===== src/rtl/conv_weight_loader_pkg.sv =====
// Shared definitions for the convolution weight loader: FSM state encodings
// and the OFF/ON constants used for strobes.
package conv_weight_loader_pkg;

  typedef enum logic [1:0] {
    IDLE  = 2'd0,
    FILL  = 2'd1,
    WRITE = 2'd2,
    DONE  = 2'd3
  } state_t;

  localparam logic OFF = 1'b0;
  localparam logic ON  = 1'b1;

endpackage


===== src/rtl/conv_weight_loader_weight_word_assembler.sv =====
// Lane-indexed assembly of one filter word from narrow beats, LSB lane first.
// word_next_o is the stored word with the current beat already merged in.
module weight_word_assembler #(
  parameter int BIT_IN   = 1024,
  parameter int BIT_WORD = 64
) (
  input  logic                clock,
  input  logic                reset,
  input  logic                clear,
  input  logic                wr,
  input  logic [BIT_WORD-1:0] data_i,
  output logic [BIT_IN-1:0]   word_next_o,
  output logic                full
);

  localparam int BEATS = BIT_IN / BIT_WORD;
  localparam int BW    = (BEATS > 1) ? $clog2(BEATS) : 1;
  localparam logic [BW-1:0] LAST_BEAT = BW'(BEATS - 1);

  logic [BIT_IN-1:0] word_q, word_d;
  logic [BW-1:0]     beat_q, beat_d;

  assign full = (beat_q == LAST_BEAT);

  always_comb begin
    word_next_o = word_q;
    word_next_o[beat_q*BIT_WORD +: BIT_WORD] = data_i;
  end

  always_comb begin
    word_d = word_q;
    beat_d = beat_q;
    if (clear) begin
      word_d = '0;
      beat_d = '0;
    end else if (wr) begin
      word_d = word_next_o;
      beat_d = full ? '0 : beat_q + 1'b1;
    end
  end

  always_ff @(posedge clock) begin
    if (reset) begin
      word_q <= '0;
      beat_q <= '0;
    end else begin
      word_q <= word_d;
      beat_q <= beat_d;
    end
  end

endmodule


===== src/rtl/conv_weight_loader.sv =====
// Fills the layer's per-filter weight registers from a beat stream: assembles
// BIT_IN words and issues one registered load strobe per filter.
module conv_weight_loader
  import conv_weight_loader_pkg::*;
#(
  parameter int FILTER_OUT = 16,
  parameter int BIT_IN     = 1024,
  parameter int BIT_WORD   = 64,
  parameter int BIT_SCALE  = 4
) (
  input  logic                          clock,
  input  logic                          reset,
  input  logic                          start,
  input  logic [BIT_SCALE-1:0]          cfg_scale,
  input  logic                          s_valid,
  output logic                          s_ready,
  input  logic [BIT_WORD-1:0]           s_data,
  input  logic                          s_last,
  output logic                          load,
  output logic [$clog2(FILTER_OUT)-1:0] addr,
  output logic [BIT_IN-1:0]             w,
  output logic [BIT_SCALE-1:0]          scale,
  output logic                          busy,
  output logic                          done,
  output logic                          err,
  output state_t                        dbg_state_o
);

  localparam int AW = $clog2(FILTER_OUT);
  localparam logic [AW-1:0] LAST_F = AW'(FILTER_OUT - 1);

  // Handshake: s_ready is a registered copy of "state is FILL"; a beat
  // transfers on every rising edge where s_valid && s_ready, with no
  // combinational path from s_valid back to s_ready.
  state_t               state_q, state_d;
  logic [AW-1:0]        filt_q, filt_d;
  logic [AW-1:0]        addr_q, addr_d;
  logic [BIT_IN-1:0]    w_q, w_d;
  logic [BIT_SCALE-1:0] scale_q, scale_d;
  logic                 err_q, err_d;
  logic                 s_ready_q, load_q, busy_q, done_q;

  logic              asm_clear, asm_wr, asm_full;
  logic [BIT_IN-1:0] asm_word_next;
  logic              is_final;

  weight_word_assembler #(
    .BIT_IN  (BIT_IN),
    .BIT_WORD(BIT_WORD)
  ) u_asm (
    .clock      (clock),
    .reset      (reset),
    .clear      (asm_clear),
    .wr         (asm_wr),
    .data_i     (s_data),
    .word_next_o(asm_word_next),
    .full       (asm_full)
  );

  assign is_final = asm_full && (filt_q == LAST_F);

  always_comb begin
    state_d   = state_q;
    filt_d    = filt_q;
    addr_d    = addr_q;
    w_d       = w_q;
    scale_d   = scale_q;
    err_d     = err_q;
    asm_clear = OFF;
    asm_wr    = OFF;
    case (state_q)
      IDLE: begin
        if (start) begin
          scale_d   = cfg_scale;
          filt_d    = '0;
          err_d     = OFF;
          asm_clear = ON;
          state_d   = FILL;
        end
      end
      FILL: begin
        if (s_valid) begin
          asm_wr = ON;
          // Framing is only reported; sequencing follows the beat count.
          if (s_last != is_final) err_d = ON;
          if (asm_full) begin
            w_d     = asm_word_next;
            addr_d  = filt_q;
            state_d = WRITE;
          end
        end
      end
      WRITE: begin
        if (filt_q == LAST_F) begin
          state_d = DONE;
        end else begin
          filt_d  = filt_q + 1'b1;
          state_d = FILL;
        end
      end
      DONE:    state_d = IDLE;
      default: state_d = IDLE;
    endcase
  end

  always_ff @(posedge clock) begin
    if (reset) begin
      state_q   <= IDLE;
      filt_q    <= '0;
      addr_q    <= '0;
      w_q       <= '0;
      scale_q   <= '0;
      err_q     <= OFF;
      s_ready_q <= OFF;
      load_q    <= OFF;
      busy_q    <= OFF;
      done_q    <= OFF;
    end else begin
      state_q   <= state_d;
      filt_q    <= filt_d;
      addr_q    <= addr_d;
      w_q       <= w_d;
      scale_q   <= scale_d;
      err_q     <= err_d;
      s_ready_q <= (state_d == FILL);
      load_q    <= (state_d == WRITE);
      busy_q    <= (state_d != IDLE);
      done_q    <= (state_d == DONE);
    end
  end

  assign s_ready     = s_ready_q;
  assign load        = load_q;
  assign addr        = addr_q;
  assign w           = w_q;
  assign scale       = scale_q;
  assign busy        = busy_q;
  assign done        = done_q;
  assign err         = err_q;
  assign dbg_state_o = state_q;

endmodule


===== config.mk =====
export PLATFORM = sky130hd
export DESIGN_NAME = conv_weight_loader
export DESIGN_NICKNAME = d
export VERILOG_FILES = /design/src/rtl/conv_weight_loader_pkg.sv /design/src/rtl/conv_weight_loader_weight_word_assembler.sv /design/src/rtl/conv_weight_loader.sv
export SDC_FILE = /design/constraint.sdc
export NUM_CORES = 2
export LEC_CHECK = 0
export BUFFER_PORTS_ARGS = -buffer_cell sky130_fd_sc_hd__buf_4
export CORE_AREA = 4 4 428 430
export CTS_BUF_LIST = sky130_fd_sc_hd__clkbuf_2
export DETAILED_ROUTE_END_ITERATION = 12
export DIE_AREA = 0 0 432 434
export PLACE_DENSITY = 0.7
export SLEW_MARGIN = 20
export SYNTH_ARGS = -nofsm -noshare
export SYNTH_HDL_FRONTEND = slang
export SYNTH_HIERARCHICAL = 1
export SYNTH_SLANG_ARGS = --single-unit
export TNS_END_PERCENT = 5

===== constraint.sdc =====
create_clock -name clock -period 3.75 [get_ports clock]
set_clock_uncertainty 0.2 [all_clocks]
set_input_delay 0.1875 -clock clock [delete_from_list [all_inputs] [get_ports clock]]
set_output_delay 0.1875 -clock clock [all_outputs]
set_load 0.005 [all_outputs]

---- Word-level counts from Yosys, hierarchy flattened ----
Index checks and enable logic that the tools add are counted.
Widths: inputs -> output; s select.
storage, ports and cells
  flip-flop bits (word level) ............. 2071
  input port bits ......................... 73
  word-level logic and storage cells ...... 58
cells by class
  add/subtract/negate cells ............... 3
  equal/unequal tests ..................... 13
  shifts and indexed selects .............. 2
  muxes and demuxes ....................... 18
  reduce and logical (&&, ||, !) cells .... 10
operators with widths
  kind                        number
  $bwmux 1024                 1
  $shift 64x34->1024 const A  1
  $shiftx 64x34->1024         1
  $neg 10->34                 1
  $mux 4                      3
  $add 4x1->4 const B         2
  $eq 2x2->1 const B          4
  $eq 4x4->1 const B          2
  $mux 2                      4
  $ne 2x2->1 const B          4
  $pmux 2 s4                  1
  $pmux 4 s2                  1
  $mux 1                      7
  $reduce_and 3->1            2
  $reduce_bool 2->1           3
  $eq 2x1->1 const B          2
  $reduce_and 4->1            1
  $logic_not 2->1             1
  $pmux 1 s2                  1
  $reduce_and 2->1            1
  $reduce_or 2->1             1
  $logic_and 1x1->1           1
  $ne 1x1->1                  1

---- Depth between registers and ports, before layout ----
  word-level depth ........................ 6
  depth in mapped cells ................... 15
  mapped depth without buffers ............ 8

---- Cells and area by module ----
Netlist, hierarchy kept.
modules (own cells, without submodules)
  module                 instances  cells each  area each (µm²)  sequential area each (µm²)
  weight_word_assembler  1          6063        48308.8          20579.7
  conv_weight_loader     1          4523        36188.5          20880.0

---- Worst setup path after synthesis ----
Ideal clock, no wire load.
  path type ............................... reg2reg
  start ................................... register u_asm.beat_q[0]
  end ..................................... register w_q[792] (netlist: w[792])
  setup time .............................. 132 ps
  data arrival time ....................... 2699 ps
  required time ........................... 3418 ps
  setup slack ............................. 719 ps
  cell stages (with the launch flop) ...... 12
  buffers on the path ..................... 4
  clock period less this slack ............ 3031 ps
  path through ............................ dfxtp_1 > inv_1 > clkbuf_1 > clkbuf_1 > ha_1 > buf_2 > or3_4 > nor3_4 > buf_6 > mux2_2 > nand2_1 > a21oi_1
on the way
  word-level cells in the longest chain between the ends .. 3
  elaborated cells between the ends (all ways) .. 6
ends and longest elaborated chain
  item                                                              RTL line                                        text
  from (decl)                                                       conv_weight_loader_weight_word_assembler.sv:21  logic [BW-1:0] beat_q, beat_d;
  from (signal assigned)                                            conv_weight_loader_weight_word_assembler.sv:48  beat_q <= beat_d;
  $neg 10->34 *                                                     conv_weight_loader_weight_word_assembler.sv:27  word_next_o[beat_q*BIT_WORD +: BIT_WORD] = data_i;
  $shiftx 64x34->1024 / $shift 64x34->1024 (equally long branches)  conv_weight_loader_weight_word_assembler.sv:27
  $bwmux 1024 *                                                     conv_weight_loader_weight_word_assembler.sv:27
  named net asm_word_next[792]                                      conv_weight_loader.sv:44                        logic [BIT_IN-1:0] asm_word_next;
  to (signal assigned)                                              conv_weight_loader.sv:122                       w_q <= w_d;
  to (decl)                                                         conv_weight_loader.sv:38                        logic [BIT_IN-1:0] w_q, w_d;
The timed path passes the listed nets; every way through them passes the cells marked *.
A chain may end at the register's enable or synchronous reset.

---- Worst setup path after layout ----
  start ................................... input reset
  end ..................................... register u_asm.word_q[54]
on the way
  word-level cells in the longest chain between the ends .. 1
ends and longest elaborated chain
  item                              RTL line                                        text
  from (decl)                       conv_weight_loader.sv:12                        input logic reset,
  $reduce_or 2->1 (no source line)  -
  to (signal assigned)              conv_weight_loader_weight_word_assembler.sv:47  word_q <= word_d;
  to (decl)                         conv_weight_loader_weight_word_assembler.sv:20  logic [BIT_IN-1:0] word_q, word_d;
Every way passes these cells.

==> metrics list <==
- Floorplan row count: 156
* Number of DRC markers after the initial detailed-route iteration: 9647
* Area inside the core boundary: 180000 um2
- The total count of hold-check failures in the final report was 0.
* Crit-path max cell delay: 0.60 ns
- Global routing used 42.0% of the available met1 tracks.
- Clock insertion delay at the later pin of the skew report: just under 2 ns
- After legalization and detailed placement, the total HPWL measured approximately 230 mm.
- For this run, the number of Yosys warnings is 6.
- Fill cells in the final layout number 16.3k.
* Gpl congestion: slightly above 0.9
- In this run the worst path has a maximum fanout of 40.
- TritonCTS built the clock tree.
* Vias in the first global route: 79.5k
- The most numerous cell type found on the critical path is sky130_fd_sc_hd__dlygate4sd3_1.
* Smallest hold slack: 0.235 ns
- Headroom to the max-slew limit: between 10% and 20%
* Post-synth EDFFs: 0
- Summed over its instances, the top area cell type makes up 49.1% of the synthesized netlist area.
- Share of synthesized registers carrying an async set or reset: 0%
* Signal arrival time at the worst endpoint: 5.29 ns
* DRC violations left: 0
* Maximum achievable frequency: 0.271 GHz
- STA classifies the critical path endpoint as a flop.
- VDD sags by at most 0.298 mV.
- Number of violations of the max-capacitance limit: 0
* Syn_area_per_cell: 7.98 um2
* H-tree lvl count: 6
- The min-delay analysis places its worst path in the category reg2reg.
- CP startpoint kind: input pin
- Post-layout minimum cycle time: 3.69 ns
- Final worst-path setup slack: roughly 0.064 ns
* Transition time at the pin with the least slew margin: roughly 1.3 ns
- The detail route stage leaves a number of antenna-violating nets equal to 0.
* Syn Nets: 10.7k
- Total cell area at the placement stage: 93600 um2
* Period Utilization, post-route: a little under 100%
- Final setup viols: 0
- During I/O placement, the number of pins put on the boundary was 1112.
- Walking the worst path, the cells encountered are dlygate4sd3_1 > dlygate4sd3_1 > dlygate4sd3_1 > buf_8 > dlygate4sd3_1 > buf_12 > or2_4 > nor3_2 > buf_8 > nand2_1 > dlygate4sd3_1 > o21ai_0 > dlygate4sd3_1.
- Clock tree synthesis inserted a total of 549 buffers.
- The startpoint identified for the worst register-to-register timing path is u_asm/beat_q[0].
- Root cell of the clock tree: sky130_fd_sc_hd__clkbuf_2
- FF/Latch Area: approximately 41000 um2
- Data required time of the worst path: 5.36 ns
* Cell area after layout: a little over 100000 um2
- Crit path from: reset
- The floorplan step defined a die boundary enclosing 187000 um2.
- For met3 alone, demand over resource in global routing was 9.85%.
* Chip Height: approximately 430 um
* First-pass GRT wire length: 508 mm
- HP Start: u_asm/word_q[597]
- By area the synthesized netlist is led by sky130_fd_sc_hd__dfxtp_1 49%, sky130_fd_sc_hd__nand2_1 16%, sky130_fd_sc_hd__a21oi_1 7.3%.
* Power density of the placed cells: about 390 nW/um2
- The area growth from synthesis to layout is 21.8%.
- In the final routed layout, each cell accounts on average for 24.4 um.
* Worst setup timing slack at the placement stage: 0.275 ns
* Count of different cell masters after synthesis: 61
- Leading area contributor after synthesis: sky130_fd_sc_hd__dfxtp_1
- Initial core utilization: 47.0%
- Post-detailed-routing wire length: approximately 350 mm
* Result of the run: complete, no violations
- Horizontal extent of the die: 432 um
* Final max-slew violation count: 0
* Total power consumption of the routed design: 40.0 mW
- Max clock buf depth: 4
* Summed negative setup slack over all endpoints: 0 ns
* Part of the Yosys area used for sequential elements: ~49%
- CP delay by family, top: buffers and inverters
* Unrepaired setup endpoints after global routing: no
- Counting both buffers and inverters, the worst setup path holds a total of 9.
- IO Port Bufs: around 1.1k
- Pin count of the biggest net entering global routing: 214
- For this run, the leading register cell type out of synthesis is sky130_fd_sc_hd__dfxtp_1.
- Among all stages on the critical path, the largest delay is contributed by sky130_fd_sc_hd__dlygate4sd3_1.
- Area of combinational cells with multiple inputs: 38400 um2
- Across every metal layer, demand over resource in global routing totals 35.8%.
* Total overflow reported by the global router: 0
- CTS Sinks: between 2k and 2.5k
- The cell count after synthesis came out at 10.6k.
- First-pass detailed-route iteration total: 9
* Final nets: 11.9k
- Summed over all cells, the static leakage comes to 40.1 nW.
- Global routing used between 50% and 60% of the available met2 tracks.
* Mean number of vias per cell: around 5.8
- Number of antenna violations at the first check in global routing: 32
* GR peak layer: met2
* Netlist area before placement: about 84000 um2
* Number of synthesized register bits: 2071
* Total vias in the final route: 84.5k
- Clock-pin slew was measured on the worst setup and hold paths at 0.10 ns.
- Share of post-route cells with drive strength above 1: 21.9%
* Kind of critical path: in2reg
## worst register-to-register path, cell delays in order, from the launching register on
cell	delay (ns)
sky130_fd_sc_hd__dfxtp_1	0.43
sky130_fd_sc_hd__buf_4	0.21
sky130_fd_sc_hd__nor3_1	0.08
sky130_fd_sc_hd__ha_1	0.34
sky130_fd_sc_hd__buf_12	0.20
sky130_fd_sc_hd__nand3_1	0.20
sky130_fd_sc_hd__nor2_4	0.17
sky130_fd_sc_hd__buf_12	0.31
sky130_fd_sc_hd__nand3_1	0.25
sky130_fd_sc_hd__dlygate4sd3_1	0.58
sky130_fd_sc_hd__a21oi_1	0.14
sky130_fd_sc_hd__dlygate4sd3_1	0.57
## state kept, by name, summed over array words and instances (netlist names)
| register | cells |
|---|---|
| addr | 4 |
| busy | 1 |
| dbg_state_o | 2 |
| done | 1 |
| err | 1 |
| filt_q | 4 |
| load | 1 |
| s_ready | 1 |
| scale | 4 |
| u_asm/beat_q | 4 |
| u_asm/word_q | 1024 |
| w | 1024 |
## layout make-up
class	count	area share [%]
clock buffer	777	3.78
tap	2370	2.88
antenna	15	0.0365
clock inverter	99	0.734
sequential	2071	40.3
timing repair buffer	1711	15.0
inverter	6	0.0219
multi-input combinational	7503	37.3
## stage by stage
stage | util [%] | instances
after CTS | 57.2 | 14500
after detailed placement | 52.1 | 13300
after global routing | 57.2 | 14500
after floorplan | - | 10600
final | 57.3 | 14600
after global placement | 52.1 | 13300
## repair_timing
item | CTS | global route
endpoints found under the setup margin | 0 | 44
resized for setup | 0 | 7
endpoints found under the hold margin | 2071 | 2
setup buffers | 0 | 0
hold buffers | 397 | 1
## report_power, final
group | internal [mW] | switching (mW) | total, mW
clock | 6.36 | 9.49 | 15.8
sequential | 22.0 | 0.0150 | 22.0
combinational | 0.589 | 1.53 | 2.12
total | 28.9 | 11.0 | 40.0
## cells in the mapped netlist, drive strengths merged, types with 3 or more instances
| library cell | count |
|---|---|
| a211oi | 6 |
| mux2i | 261 |
| mux2 | 448 |
| o31ai | 170 |
| nor2b | 4 |
| nand4 | 3 |
| nor2 | 19 |
| ha | 6 |
| xor2 | 3 |
| clkbuf | 547 |
| buf | 460 |
| nor3b | 4 |
| inv | 6 |
| o211ai | 8 |
| a21oi | 1233 |
| nor3 | 9 |
| or2 | 3 |
| and3 | 27 |
| nand3 | 776 |
| o21ai | 981 |
| nand3b | 3 |
| nand2b | 3 |
| or3 | 5 |
| nand2 | 3504 |
| dfxtp | 2071 |
| a21o | 4 |
## per-layer routing
metal	wire length [um]	part of all wire (%)
met5	64	0.018
met4	33600	9.5
met3	36300	10
met2	155000	44
met1	129000	36
## final timing paths
path                            slack (ns)  depth (start not counted)                end
worst max-delay path                  0.06                         13   u_asm/word_q[54]
worst min-delay path                  0.23                          4             w[597]
worst max register to register        0.10                         11  u_asm/word_q[200]
worst min register to register        0.23                          4             w[597]
## cell families after synthesis
kind of cell | after synthesis | share of synthesized area, %
xor gates and xnor gates | 4 | 0.0504
adders and majority gates | 6 | 0.0888
buffers and inverters | 1013 | 5.89
AOI/OAI and AO/OA | 2412 | 15.0
DFF | 2071 | 49.1
muxes | 709 | 9.06
and+or+nand+nor | 4371 | 20.9
## placed cells by master, fill, tap and decap left out, drive strengths merged, types with 27 or more instances in the layout
cell type,count
a21oi,1233
and3,27
buf,1372
clkbuf,777
clkinv,68
dfxtp,2071
dlygate4sd3,339
mux2,448
mux2i,261
nand2,3504
nand3,776
o21ai,981
o31ai,170
Power figures use the tool's default switching activity.
